File: src/rtl/req_onehot_arbiter.sv
// Request arbiter feeding the 4-to-2 encoder.
// Synchronised edge capture, one-hot grant out.
module req_onehot_arbiter #(
  parameter int SYNC_STAGES = 2,
  parameter bit RR_MODE     = 1'b0
) (
  input  logic       clk,
  input  logic       rst_n,
  input  logic [3:0] req_in,
  input  logic       out_ready,
  input  logic       ovr_clr,
  output logic       y3,
  output logic       y2,
  output logic       y1,
  output logic       y0,
  output logic       out_valid,
  output logic [3:0] pending,
  output logic [3:0] overrun
);

  typedef enum logic {IDLE, GRANT} state_t;

  state_t state_q, state_d;

  logic [SYNC_STAGES-1:0][3:0] sync_q;
  logic [3:0] prev_q;
  logic [3:0] pending_q;
  logic [3:0] overrun_q;
  logic [3:0] grant_q, grant_d;
  logic [1:0] last_q, last_d;

  logic [3:0] sync_o;
  logic [3:0] rise;
  logic       accept;
  logic [3:0] clr;
  logic [3:0] ovr_set;
  logic [1:0] sel_idx;
  logic [1:0] idx;
  logic       found;

  assign sync_o  = sync_q[SYNC_STAGES-1];
  assign rise    = sync_o & ~prev_q;
  assign accept  = (state_q == GRANT) & out_ready;
  assign clr     = accept ? grant_q : 4'b0000;
  assign ovr_set = rise & pending_q & ~clr;

  // Synchroniser chains and edge history
  always_ff @(posedge clk or negedge rst_n) begin
    if (!rst_n) begin
      sync_q <= '0;
      prev_q <= '0;
    end else begin
      sync_q <= {sync_q[SYNC_STAGES-2:0], req_in};
      prev_q <= sync_o;
    end
  end

  // Pending events: a new edge beats a same-cycle clear
  always_ff @(posedge clk or negedge rst_n) begin
    if (!rst_n) begin
      pending_q <= '0;
      overrun_q <= '0;
    end else begin
      pending_q <= (pending_q & ~clr) | rise;
      overrun_q <= (ovr_clr ? 4'b0000 : overrun_q) | ovr_set;
    end
  end

  // Line selection: fixed (highest wins) or round-robin
  always_comb begin
    sel_idx = '0;
    idx     = '0;
    found   = 1'b0;
    if (RR_MODE) begin
      for (int k = 1; k <= 4; k++) begin
        idx = last_q + 2'(k);
        if (!found && pending_q[idx]) begin
          sel_idx = idx;
          found   = 1'b1;
        end
      end
    end else begin
      for (int i = 0; i < 4; i++) begin
        if (pending_q[i]) sel_idx = 2'(i);
      end
    end
  end

  // Grant FSM state register
  always_ff @(posedge clk or negedge rst_n) begin
    if (!rst_n) begin
      state_q <= IDLE;
      grant_q <= '0;
      last_q  <= 2'd3;
    end else begin
      state_q <= state_d;
      grant_q <= grant_d;
      last_q  <= last_d;
    end
  end

  // Grant FSM next state: load in IDLE, hold until accept
  always_comb begin
    state_d = state_q;
    grant_d = grant_q;
    last_d  = last_q;
    unique case (state_q)
      IDLE: begin
        if (|pending_q) begin
          state_d = GRANT;
          grant_d = 4'b0001 << sel_idx;
          last_d  = sel_idx;
        end
      end
      GRANT: begin
        if (out_ready) begin
          state_d = IDLE;
          grant_d = '0;
        end
      end
      default: begin
        state_d = IDLE;
        grant_d = '0;
      end
    endcase
  end

  assign {y3, y2, y1, y0} = grant_q;
  assign out_valid        = (state_q == GRANT);
  assign pending          = pending_q;
  assign overrun          = overrun_q;

endmodule
File: config.mk
export PLATFORM = sky130hd
export DESIGN_NAME = req_onehot_arbiter
export DESIGN_NICKNAME = d
export VERILOG_FILES = /design/src/rtl/req_onehot_arbiter.sv
export SDC_FILE = /design/constraint.sdc
export NUM_CORES = 1
export LEC_CHECK = 0
export CAP_MARGIN = 25
export CORE_AREA = 2 2 57 48
export CTS_BUF_LIST = sky130_fd_sc_hd__clkbuf_4
export DETAILED_ROUTE_END_ITERATION = 10
export DIE_AREA = 0 0 59 50
export SYNTH_ARGS = -nofsm -noshare
export SYNTH_HDL_FRONTEND = slang
export SYNTH_SLANG_ARGS = --single-unit
File: constraint.sdc
create_clock -name clk -period 2.7 [get_ports clk]
set_clock_uncertainty 0.1 [all_clocks]
set_input_delay 0.405 -clock clk [delete_from_list [all_inputs] [get_ports clk]]
set_output_delay 0.405 -clock clk [all_outputs]
set_load 0.05 [all_outputs]
# After elaboration in Yosys (flattened, before gate mapping)

Cells that the tools add are included.

Add/subtract/negate cells: 0
Order comparisons: 0
Reduce and logical (&&, ||, !) cells: 2
Bitwise logic cells: 10
Muxes and demuxes: 11
Div/mod/pow operators: 0
Eq/ne operators: 2
Shift operators: 1
$mul: 0

Operators with widths:

| cell                                                               | number |
|---|---|
| 4-bit bitwise AND                                                  | 4 |
| 4-bit 2-to-1 mux                                                   | 4 |
| 4-bit NOT                                                          | 2 |
| 4-bit OR                                                           | 2 |
| 4-bit one-hot mux with 2 select lines                              | 1 |
| 2-bit 2-to-1 mux                                                   | 2 |
| 2-bit != test (second input constant)                              | 2 |
| 4-bit OR reduction                                                 | 1 |
| 1-bit by 2-bit << shifter with 4-bit output (first input constant) | 1 |
| 1-bit 2-to-1 mux                                                   | 3 |
| 1-bit one-hot mux with 2 select lines                              | 1 |
| 2-bit AND reduction                                                | 1 |
| 1-bit bitwise AND                                                  | 1 |
| 1-bit NOT                                                          | 1 |

RAM bits: 0
Bits of input ports: 8
Word-level logic and storage cells: 33
Bits in latches: 0
Bits in registers: 25
Memories kept: 0
Bits in read-only memories: 0

# Depth between registers and ports, before layout

Depth after elaboration: 6
Mapped depth: 4

# Least setup slack after synthesis

OpenSTA, ideal clock, no wires.

Path type: reg-to-reg
Start: reg state_q (netlist: out_valid)
End: reg grant_q[0]
Arrival time: 1.176 ns
Path buffers: 1
Path slack: 1.357 ns
Stages on the path, launching flop included: 5
Setup time: 0.067 ns
Required time: 2.533 ns
Cell sequence: dfrtp_1 buf_6 nor4_4 o21ai_1 nand2_1

Cells in the longest elaborated chain, start to end: 3

Ends and longest elaborated chain:

| item                          | line | RTL |
|---|---|---|
| start, declared               | 23   | `state_t state_q, state_d;` |
| start signal, assigned        | 96   | `state_q <= state_d;` |
| 1-bit NOT                     | -    |  |
| 2-bit != test (no line)       | -    |  |
| 2-bit AND reduction (no line) | -    |  |
| end signal, assigned          | 97   | `grant_q <= grant_d;` |
| end, declared                 | 29   | `logic [3:0] grant_q, grant_d;` |

Several ways; a longest one is shown, not always the timed one.
A chain may end at the register's enable or synchronous reset.

# Worst setup path in the final report

Start: reg state_q (netlist: out_valid)
End: out out_valid

RTL lines:

| item          | line | RTL |
|---|---|---|
| end, declared | 16   | `output logic out_valid,` |

No word-level cell between the ends.

==> flow_summary.toml <==
[critical_path]
crit_path_top_delay_cell = "clkdlybuf4s50_1"
crit_chain = "clkdlybuf4s50_1"
rr_startpoint = "out_valid"
reg2reg_to = "grant_q[2]"
arrival_ps = 1760
startpoint_type = "register"
critical_path_class = "reg2out"
crit_required_ps = 2190
crit_path_end_kind = "output port"
crit_fanout = 11
cp_top_family = "buffers and inverters"
reg2regPathDepth = 3
cpPeakStageDelay_ps = 870
crit_buf_inv = 1
r2r_slack_ps = 1510

[route]
routed-via-count = 590
drt_wl_total_um = 1430
drtPass1Iterations = 4
antenna_left = 0
wl_per_cell_um = 11.9
drc = 0
viasPerCell = 4.92
drtIter0Drc = 22

[sta]
maxSlewViolCount = 0
fmax_mhz = 442
slew_headroom_pct = 66.5
setup_violations = 0
hold_viol = 0
setup-tns-final_ps = 0
finalCritPeriodShare_pct = 83.9
rsz0062_at_grt = "no"
fin_crit_ps = 2260
tightest_slew_ps = 502

[clocking]
htreeDepth = 1
cts-resized-gates = 0
cts_buffer_depth = 2
cts_tree = "yes"
post_cts_buffers = 0
cts_hold_buffers = 0
cts-buffers-inserted = 3
insertion_delay_ps = 310
clock-sinks = 25
root_buffer = "clkbuf_4"
clk_pin_slew_worst_paths_ps = 130

[global_route]
grt_pass1_vias = 573
grt_usage_pct = 12.1
grt_pass1_wl_um = 2590
globalRouteOverflowTotal = 0
antenna_found_initial = 0
grt_max_degree = 26

[final_layout]
diodes = 0
area_delta_synth_final_pct = 29.7
layout_common_cells = "dfrtp_1 (25), clkdlybuf4s50_1 (20), nand2_1 (14), inv_1 (5)"
postLayoutCoreUtil_pct = 47.6
drive_above_1_share_pct = 8.60
layout_commonest_cell = "dfrtp_1"
layout.nets = 102

[status]
outcome = "finished clean"

[place]
io_buffers = 20
gp_congestion = 0.851

[power_and_ir_drop]
seqPwrFrac_pct = 58.3
powerDensity_mw_per_mm2 = 650
p_sw_share_pct = 30.6
p_int_w = 0.000508
leakagePower_nw = 0.505
ir_drop_uv = 417
power.total_w = 0.000731
combPwrFrac_pct = 20.0
p_switching_w = 0.000224
clockPowerShare_pct = 21.7

[synth]
ys_warn_count = 0
synthesis.nets = 77
synth_top_area_cell = "dfrtp_1"
synth_area_leaders = "dfrtp_1 (72%), nand2_1 (6.1%), nand2b_1 (2.9%)"
netlist_instances = 69
ys_ff_latch = 25
postSynthAreaPerCell_sq_um = 12.6
synth_cell_type_count = 18
ys_seq_area_share_pct = 72.2
yosysTopAreaCellShare_pct = 72.2
synth_area_sq_um = 867

[job]
maxCapViolCount = 0

[hold_path]
hold_start = "sync_q[1]"
min_to = "sync_o[1]"
hold_depth = 0
hold_class = "reg2reg"

[die]
initial_core_util_pct = 36.7
num_rows = 16
core_area_sq_mm = 0.00236
die_area_sq_mm = 0.00295
die_h_um = 50
io_pins = 21
die_x_um = 59
-- cells by family after synthesis --
kind of cell	share of synthesized area, %
buf+inv	3.46
compound gates	7.65
simple gates	16.7
flops	72.2
-- flip-flops by register name (all words and copies together), names as in the netlist --
signal,cells
sync_q,4
sync_o,4
overrun,4
grant_q,4
pending,4
out_valid,1
prev_q,4
-- per-stage QoR --
step           cells  worst slack, ps  hold slack, ps  instance area (sq um)
3_5_place_dp     116              803             238                   1100
2_1_floorplan     69             1360            9.41                    867
6_report         120              436             263                   1120
3_3_place_gp     116              810             232                   1100
5_1_grt          120              341             284                   1120
4_1_cts          120              424             269                   1120
-- cells in the mapped netlist --
cell type	number
o21ai_1	2
o22ai_1	4
nor2_2	1
nor3_1	1
dfrtp_1	25
inv_1	5
o31ai_1	1
nand2_1	14
a21oi_1	1
nor2b_1	1
a31oi_1	1
nor4_4	1
nand3_1	4
buf_6	1
o21ai_0	1
nand2b_1	4
nor2b_2	1
a22oi_1	1
-- power groups by stage --
stage / Combinational [W] / Clock, W / Sequential, W
final: 0.000146 / 0.000159 / 0.000426
after detailed placement: 0.000148 / 0 / 0.000433
after global routing: 0.000157 / 0.000189 / 0.000431
after global placement: 0.000147 / 0 / 0.000432
after floorplan: 0.0000283 / 0 / 0.000490
after CTS: 0.000148 / 0.000169 / 0.000426
-- layer usage --
layer | share of wire (%) | track usage, % | vias up
met5 | 0 | 0 | -
met4 | 0.70 | 3.41 | 0
met3 | 7.7 | 5.51 | 2
met2 | 45 | 18.1 | 28
met1 | 47 | 15.7 | 282
li1 | - | - | 278
-- area by class of cell --
cell class / count / area (sq um)
multi-input combinational: 38 / 211
clock buffer: 3 / 22.5
inverter: 5 / 18.8
clock inverter: 1 / 5.00
sequential: 25 / 626
timing repair buffer: 21 / 208
tap: 27 / 33.8
fill: 229 / 1240
-- how the worst max path moves through the flow --
stage / end / from / slack, ps / depth (start not counted)
floorplan: grant_q[0] / out_valid / 1360 / 4
global placement: out_valid / out_valid / 810 / 1
detailed placement: out_valid / out_valid / 800 / 1
CTS: out_valid / out_valid / 420 / 1
global route: out_valid / out_valid / 340 / 1
finish: out_valid / out_valid / 440 / 1
No activity file was read; power rests on OpenSTA's default activity.
